### src/rtl/layer_mac_sequencer_pkg.sv
// Shared types and constants for the fully-connected layer MAC sequencer.
// The manager's accumulator count fixes the outputs per pass at 8.
package layer_mac_sequencer_pkg;

  localparam int MGR_N_OUTPUTS = 8;

  typedef enum logic [2:0] {
    IDLE,
    CLR,
    FETCH,
    DRAIN,
    FLUSH,
    WAIT_FIN,
    DONE
  } state_e;

  // Ceiling log2 that never returns less than one bit, so one-entry RAMs still get an address port.
  function automatic int clog2(input int value);
    int width;
    width = 1;
    while ((1 << width) < value) width++;
    return width;
  endfunction

endpackage

### src/rtl/layer_mac_sequencer_valid_delay_line.sv
// Shift register that delays the fetch-issue flag by the RAM read latency,
// so its output marks the cycle in which read data is valid.
module valid_delay_line #(
  parameter int DEPTH = 1
) (
  input  logic clock,
  input  logic clear_n,
  input  logic valid_in,
  output logic valid_out
);

  logic [DEPTH-1:0] sr_q;
  logic [DEPTH-1:0] sr_d;

  always_comb begin
    sr_d    = '0;
    sr_d[0] = valid_in;
    for (int i = 1; i < DEPTH; i++) begin
      sr_d[i] = sr_q[i-1];
    end
  end

  // NOTE: unlike a data pipeline, these valid bits must be reset; a stale bit
  // would produce a phantom accumulate strobe after a mid-pass reset.
  always_ff @(posedge clock or negedge clear_n) begin
    if (!clear_n) begin
      sr_q <= '0;
    end else begin
      sr_q <= sr_d;
    end
  end

  assign valid_out = sr_q[DEPTH-1];

endmodule

### src/rtl/layer_mac_sequencer.sv
// Sequences one fully-connected layer pass: clears the output manager, streams
// activation/weight reads in output-interleaved order, flushes 8 results, reports done.
module layer_mac_sequencer
  import layer_mac_sequencer_pkg::*;
#(
  parameter int N_INPUTS  = 16,
  parameter int N_OUTPUTS = MGR_N_OUTPUTS,
  parameter int RD_LAT    = 1,
  parameter int IN_AW     = clog2(N_INPUTS),
  parameter int W_AW      = clog2(N_INPUTS * N_OUTPUTS)
) (
  input  logic             clock,
  input  logic             clear_n,
  input  logic             start,
  output logic             busy,
  output logic             done,
  output logic [IN_AW-1:0] input_ram_address,
  output logic             input_ram_enable,
  output logic [W_AW-1:0]  weight_ram_address,
  output logic             weight_ram_enable,
  output logic             mgr_clear,
  output logic             mgr_en,
  output logic             next_element,
  output logic             last_element,
  input  logic             mgr_finished
);

  localparam int              E_W        = W_AW + 1;
  localparam logic [E_W-1:0]  E_LAST     = E_W'(N_INPUTS * N_OUTPUTS - 1);
  localparam logic [2:0]      DRAIN_LAST = 3'(RD_LAT - 1);
  localparam logic [2:0]      FLUSH_LAST = 3'(N_OUTPUTS - 1);

  state_e           state_q, state_d;
  logic [E_W-1:0]   e_q, e_d;
  logic [2:0]       cnt_q, cnt_d;

  logic             busy_q, busy_d;
  logic             done_q, done_d;
  logic [IN_AW-1:0] input_ram_address_q, input_ram_address_d;
  logic             input_ram_enable_q, input_ram_enable_d;
  logic [W_AW-1:0]  weight_ram_address_q, weight_ram_address_d;
  logic             weight_ram_enable_q, weight_ram_enable_d;
  logic             mgr_clear_q, mgr_clear_d;
  logic             mgr_en_q, mgr_en_d;
  logic             last_element_q, last_element_d;

  // NOTE: every signal gets a default before the case so no path leaves one
  // unassigned, which would otherwise infer a latch.
  always_comb begin
    state_d = state_q;
    e_d     = e_q;
    cnt_d   = cnt_q;

    unique case (state_q)
      IDLE: begin
        if (start) state_d = CLR;
      end
      CLR: begin
        e_d     = '0;
        cnt_d   = '0;
        state_d = FETCH;
      end
      FETCH: begin
        if (e_q == E_LAST) begin
          cnt_d   = '0;
          state_d = DRAIN;
        end else begin
          e_d = e_q + 1'b1;
        end
      end
      DRAIN: begin
        if (cnt_q == DRAIN_LAST) begin
          cnt_d   = '0;
          state_d = FLUSH;
        end else begin
          cnt_d = cnt_q + 3'd1;
        end
      end
      FLUSH: begin
        if (cnt_q == FLUSH_LAST) begin
          state_d = WAIT_FIN;
        end else begin
          cnt_d = cnt_q + 3'd1;
        end
      end
      WAIT_FIN: begin
        if (mgr_finished) state_d = DONE;
      end
      DONE: begin
        state_d = IDLE;
      end
      default: begin
        state_d = IDLE;
      end
    endcase

    // Outputs are decoded from the state being entered, so the registered
    // copies line up with the state they describe.
    busy_d               = (state_d != IDLE);
    mgr_en_d             = (state_d != IDLE);
    mgr_clear_d          = (state_d == CLR);
    input_ram_enable_d   = (state_d == FETCH);
    weight_ram_enable_d  = (state_d == FETCH);
    last_element_d       = (state_d == FLUSH);
    done_d               = (state_d == DONE);
    weight_ram_address_d = '0;
    input_ram_address_d  = '0;
    if (state_d == FETCH) begin
      weight_ram_address_d = W_AW'(e_d);
      input_ram_address_d  = IN_AW'(e_d >> 3);
    end
  end

  // NOTE: sequential state uses non-blocking assignments so every flop
  // samples its pre-edge value regardless of statement order.
  always_ff @(posedge clock or negedge clear_n) begin
    if (!clear_n) begin
      state_q              <= IDLE;
      e_q                  <= '0;
      cnt_q                <= '0;
      busy_q               <= 1'b0;
      done_q               <= 1'b0;
      input_ram_address_q  <= '0;
      input_ram_enable_q   <= 1'b0;
      weight_ram_address_q <= '0;
      weight_ram_enable_q  <= 1'b0;
      mgr_clear_q          <= 1'b0;
      mgr_en_q             <= 1'b0;
      last_element_q       <= 1'b0;
    end else begin
      state_q              <= state_d;
      e_q                  <= e_d;
      cnt_q                <= cnt_d;
      busy_q               <= busy_d;
      done_q               <= done_d;
      input_ram_address_q  <= input_ram_address_d;
      input_ram_enable_q   <= input_ram_enable_d;
      weight_ram_address_q <= weight_ram_address_d;
      weight_ram_enable_q  <= weight_ram_enable_d;
      mgr_clear_q          <= mgr_clear_d;
      mgr_en_q             <= mgr_en_d;
      last_element_q       <= last_element_d;
    end
  end

  // The issue flag is the registered read enable, so the delayed copy lands
  // exactly RD_LAT cycles after each address leaves this block.
  valid_delay_line #(
    .DEPTH(RD_LAT)
  ) u_valid_delay_line (
    .clock    (clock),
    .clear_n  (clear_n),
    .valid_in (input_ram_enable_q),
    .valid_out(next_element)
  );

  assign busy               = busy_q;
  assign done               = done_q;
  assign input_ram_address  = input_ram_address_q;
  assign input_ram_enable   = input_ram_enable_q;
  assign weight_ram_address = weight_ram_address_q;
  assign weight_ram_enable  = weight_ram_enable_q;
  assign mgr_clear          = mgr_clear_q;
  assign mgr_en             = mgr_en_q;
  assign last_element       = last_element_q;

endmodule

### config.mk
export PLATFORM = sky130hd
export DESIGN_NAME = layer_mac_sequencer
export DESIGN_NICKNAME = d
export VERILOG_FILES = /design/src/rtl/layer_mac_sequencer_pkg.sv /design/src/rtl/layer_mac_sequencer_valid_delay_line.sv /design/src/rtl/layer_mac_sequencer.sv
export SDC_FILE = /design/constraint.sdc
export NUM_CORES = 1
export LEC_CHECK = 0
export ABC_AREA = 0
export CAP_MARGIN = 20
export CORE_MARGIN = 2
export CORE_UTILIZATION = 49
export CTS_BUF_LIST = sky130_fd_sc_hd__clkbuf_4
export CTS_CLUSTER_DIAMETER = 200
export DETAILED_ROUTE_END_ITERATION = 16
export GPL_ROUTABILITY_DRIVEN = 0
export MAX_ROUTING_LAYER = met4
export PLACE_DENSITY = 0.77
export SLEW_MARGIN = 20
export SYNTH_ARGS = -nofsm -noshare
export SYNTH_HDL_FRONTEND = slang
export SYNTH_SLANG_ARGS = --single-unit
### constraint.sdc
create_clock -name clock -period 1.8 [get_ports clock]
set_clock_uncertainty 0.2 [all_clocks]
set_input_delay 0.45 -clock clock [delete_from_list [all_inputs] [get_ports clock]]
set_output_delay 0.45 -clock clock [all_outputs]
set_load 0.02 [all_outputs]
* Yosys cells after proc, flatten, opt, wreduce, memory -nomap -nowiden
Index checks and enable logic that the tools add are counted.
** Word-level totals
- Bits in registers :: 31
- Latch bits :: 0
- RAM bits :: 0
- Memory bits (read-only) :: 0
- Bits of input ports :: 4
- Memories kept :: 0
** Cells by class
- Add/sub/neg operators :: 2
- Multiply operators :: 0
- Divide/modulo/power cells :: 0
- Magnitude comparators :: 0
- Equality and inequality tests :: 14
- Shift operators :: 0
- Mux-type cells :: 14
- Bitwise operators :: 0
- Reduce and logical (&&, ||, !) cells :: 7
** Operators with widths (count)
- 3-bit 2-to-1 mux :: 8
- 3-bit case mux with 6 select lines :: 1
- 8-bit case mux with 2 select lines :: 1
- 3-bit == test, second input constant :: 5
- 3-bit case mux with 4 select lines :: 1
- 3-bit by 2-bit == test with 1-bit output, second input constant :: 3
- 8-bit by 1-bit adder with 8-bit output, second input constant :: 1
- 8-bit by 7-bit == test with 1-bit output, second input constant :: 1
- 8-bit 2-to-1 mux :: 1
- 7-bit 2-to-1 mux :: 1
- 3-bit by 1-bit == test with 1-bit output, second input constant :: 2
- 3-bit logical NOT :: 2
- 2-bit inequality test, second input constant :: 3
- 4-bit 2-to-1 mux :: 1
- 4-bit nonzero test :: 1
- 3-bit by 1-bit adder with 3-bit output, second input constant :: 1
- 3-bit AND reduction :: 1
- 3-bit nonzero test :: 1
- 2-bit AND reduction :: 1
- 2-bit nonzero test :: 1

* Logic depth before layout (Yosys ltp)
- Depth in word-level cells :: 5
- Depth in mapped cells :: 6
- Mapped depth without buffers :: 6

* Modules after synthesis
Synthesis repeated with hierarchy kept, for this count alone.
** Second synthesis, totals
- Cell total of the unflattened synthesis :: 135
- Area, all modules :: 1388.8 µm²
** By module, submodules not included
- layer_mac_sequencer :: instances 1, cells each 134, area each 1363.8 µm²
- valid_delay_line :: instances 1, cells each 1, area each 25.0 µm²

* Worst setup path before layout
No wires, ideal clock.
- Path kind :: register to register
- Start point :: reg e_q[0]
- End point :: reg e_q[6]
- Library setup time :: 0.139 ns
- Arrival :: 1.384 ns
- Data required time :: 1.461 ns
- Setup slack :: 0.077 ns
- Cell stages (with the launch flop) :: 7
- Buffers on the path :: 1
- Period minus slack after synthesis :: 1.723 ns
- Cells stage by stage :: dfrtp_1 > ha_1 > and3_1 > buf_6 > a21bo_2 > o311ai_0 > o21ai_0
** Between the ends
- Word-level cells in the longest chain between the ends :: 3
- Elaborated cells between the ends (all ways) :: 4
- Those cells by class :: add/sub (1); eq/ne (1); mux (2)
** RTL lines
- start, declared :: line layer_mac_sequencer.sv:34 : logic [E_W-1:0] e_q, e_d;
- start signal, assigned :: line layer_mac_sequencer.sv:119 : e_q <= '0;
- start signal, assigned :: line layer_mac_sequencer.sv:132 : e_q <= e_d;
- 8-bit by 1-bit adder with 8-bit output or 8-bit by 7-bit == test with 1-bit output (tied branches) :: line layer_mac_sequencer.sv:68, layer_mac_sequencer.sv:64
- 8-bit 2-to-1 mux (*) :: line layer_mac_sequencer.sv:64 : if (e_q == E_LAST) begin
- 8-bit case mux with 2 select lines (*) :: line layer_mac_sequencer.sv:54 : unique case (state_q)
- net e_d[6] :: line layer_mac_sequencer.sv:34
The timed path passes the listed nets; every way through them passes the cells marked *. The select of a mux whose other input is x is not followed.
A chain may end at the register's enable or synchronous reset.

* Worst setup path after layout
- Start point :: reg e_q[1]
- End point :: reg e_q[6]
Same word-level chain as after synthesis.

==> flow_metrics.py <==
metrics = {
    "run_status": {
        "status": "completed",
    },
    "pwr": {
        "p_leak_nw": 0.820,
        "vdd_drop_max_uv": 384,
        "p_total_mw": 0.882,
        "p_per_area_nw_per_um2": 539,
    },
    "floorplanning": {
        "dieArea_sq_um": 3380,
        "rows": 19,
        "io_pins": 23,
        "start_util_pct": 52.0,
        "core-area_sq_um": 2760,
        "fp.dieH_um": 58.1,
        "die_x_um": 58.1,
    },
    "timing": {
        "fin_crit_ns": 1.74,
        "final_hold_viol_count": 0,
        "setup_tns_ns": 0,
        "fmax_mhz": 573,
        "worst_pin_slew_ns": 0.400,
        "setup_violations": 0,
        "hold_ws_ns": 0.202,
        "drv_slew": 0,
        "fin_crit_sh_pct": 96.9,
        "grt_setup_unrepaired": "no",
        "slew-limit-headroom_pct": 73.3,
    },
    "detailed_routing": {
        "route.detailed.drc": 0,
        "wl_per_cell_um": 14.0,
        "drt_iter0_markers": 54,
        "postRouteAntennaNets": 0,
        "num_vias": 1082,
        "dr.pass1.iters": 4,
        "postRouteWirelength_um": 2670,
        "routed_via_density": 5.66,
    },
    "worst_setup_path": {
        "setup.worst_path.start_class": "flop",
        "worstSetupPathType": "flop to flop",
        "worst_setup_path_end_kind": "flop",
        "critical-path-max-stage-delay_ns": 0.44,
        "reg2reg_depth": 5,
        "crit_required_ns": 1.80,
        "r2r_slack_ns": 0.06,
        "r2r-end": "e_q[6]",
        "r2r-start": "e_q[1]",
        "critPathMaxFanout": 7,
        "worstPathArrival_ns": 1.74,
        "cp_cell_sequence": "ha_1 -> and3_2 -> a21bo_2 -> o311ai_0 -> o21ai_0",
        "critPathSlowestCell": "dfrtp_1",
    },
    "cts": {
        "cts_tree": "built",
        "cts_buffers": 3,
        "clk_latency_ns": 0.31,
        "clk_pin_slew_ns": 0.14,
        "cts_buffer_depth": 2,
        "clock-sinks": 27,
        "htree_levels": 1,
        "cts-root-buf": "clkbuf_4",
        "post_cts_buffers": 0,
        "hold_buffers": 0,
    },
    "final_layout": {
        "fin_nets": 169,
        "diodes": 0,
        "drive_gt1_share_pct": 13.1,
        "fill_cells": 247,
        "area_growth_pct": 14.1,
    },
    "grt": {
        "antenna_found_initial": 0,
        "grt_pass1_wl_um": 4680,
        "grtUsageTotal_pct": 18.6,
        "grt_pass1_vias": 1090,
        "gr-total-overflow": 0,
        "grt_max_degree": 28,
    },
    "flow_run": {
        "maxCapViolations": 0,
    },
    "hold_path": {
        "hp-class": "flop to flop",
        "worstHoldStart": "weight_ram_enable",
        "hold_depth": 0,
        "whs_endpoint": "u_valid_delay_line.valid_out",
    },
    "place": {
        "dp_hpwl_um": 2040,
        "portBuffers": 22,
    },
    "synthesis": {
        "ys_seq_area_share_pct": 47.1,
        "synth_fp_nets": 150,
        "ys_seq_elements": 27,
        "ys.warnings.count": 0,
        "synth.distinct_cells": 38,
        "synth_cells": 142,
        "syn_area_per_cell_sq_um": 10.1,
        "syn_area_sq_um": 1430,
    },
}
==> cell type report <==
class	count	area, sq um	share of cell area (%)
Tap cell	31	38.8	2.37
Multi-Input combinational cell	92	611	37.3
Clock buffer	3	22.5	1.38
Timing Repair Buffer	30	256	15.7
Clock inverter	1	5.00	0.306
Sequential cell	27	677	41.4
Inverter	7	26.3	1.61
==> per-layer routing <==
layer,track usage [%],vias up,share of wire (%)
li1,-,522,-
met1,21.4,530,43
met2,31.2,28,51
met3,3.57,2,5.2
met4,8.64,0,0.86
met5,-,-,0
==> synth_stat cells, drive strengths merged <==
library cell  number  share of area [%]
a32o               1               0.70
a21o               1               0.52
nor3               1               0.35
ha                 4                3.5
o41ai              1               0.61
nand3              5                1.7
and3               4                1.8
nand2             11                3.4
o211ai             1               0.52
o221ai             1               0.61
mux2               1               0.79
nor4               2               0.87
a211o              1               0.61
o21ai              8                2.8
o311ai             1               0.61
nor2              16                4.2
buf               14                8.0
a21oi              9                3.1
o311a              1                1.5
nand2b             2               0.87
a211oi             3                1.6
dfrtp             27                 47
and4               1               0.61
xnor2              4                2.4
and4b              1               0.96
a21bo              1               0.70
xor2               2                1.2
inv                7                1.8
clkbuf             2               0.52
nor3b              1               0.87
o211a              1               0.70
nor2b              1               0.44
mux2i              4                2.8
nand3b             2                1.0
==> sequential cells by signal, summed over array words and instances, names as in the netlist, 3 cells and up <==
register            count
cnt_q                   3
e_q                     8
state_q                 3
weight_ram_address      6
==> through the flow <==
step	utilization [%]	worst slack, ns	instances	cell area (sq um)
3_5_place_dp	59.1	0.0273	187	1630
2_1_floorplan	-	0.0765	142	1430
4_1_cts	59.3	0.00610	191	1630
6_report	59.3	0.0562	191	1640
3_3_place_gp	59.1	0.0354	187	1630
5_1_grt	59.3	0.000522	191	1640
==> logic make-up after synthesis <==
group / Yosys count / synth area share (%)
and+or+nand+nor: 47 / 17.2
AOI/OAI and AO/OA: 30 / 14.6
DFF: 27 / 47.1
buffers and inverters: 23 / 10.4
xor gates and xnor gates: 6 / 3.66
muxes: 5 / 3.58
adders and majority gates: 4 / 3.49
==> cells in the final DEF, fill, tap and decap left out, types with 4 or more instances in the layout <==
master and instances:
nand2_1 10, a21oi_1 9, xnor2_1 4, nor2_1 16, buf_4 8, dlygate4sd2_1 19
o21ai_0 8, mux2i_1 4, nand3_1 5, dfrtp_1 26, ha_1 4, inv_1 7
==> worst max-delay path by stage <==
stage            from          to  slack, ns  depth (start not counted)
3_3_place_gp    start  state_q[0]       0.04                          4
2_1_floorplan  e_q[0]      e_q[6]       0.08                          6
3_5_place_dp   e_q[1]    cnt_q[1]       0.03                          5
5_1_grt        e_q[1]    cnt_q[0]     0.0005                          5
6_report       e_q[1]      e_q[6]       0.06                          5
4_1_cts        e_q[1]    cnt_q[2]      0.006                          5
==> worst max-delay path, delay by kind of cell (launching register included) <==
kind,cells,cell delay (ns)
AOI/OAI and AO/OA,3,0.52
adders and majority gates,1,0.20
DFF,1,0.44
and+or+nand+nor,1,0.27
==> where the power goes <==
| group | switching [mW] | leakage [nW] | internal (mW) |
|---|---|---|---|
| clock network | 0.171 | 0.0177 | 0.0831 |
| registers | 0 | 0.335 | 0.607 |
| logic | 0.0127 | 0.468 | 0.00825 |
| total | 0.184 | 0.820 | 0.698 |
==> timing repair <==
action / in CTS / in global routing
pin swaps: 0 / 0
setup endpoints to repair: 19 / 6
gates resized for setup: 19 / 2
(Power assumes the default switching activity.)
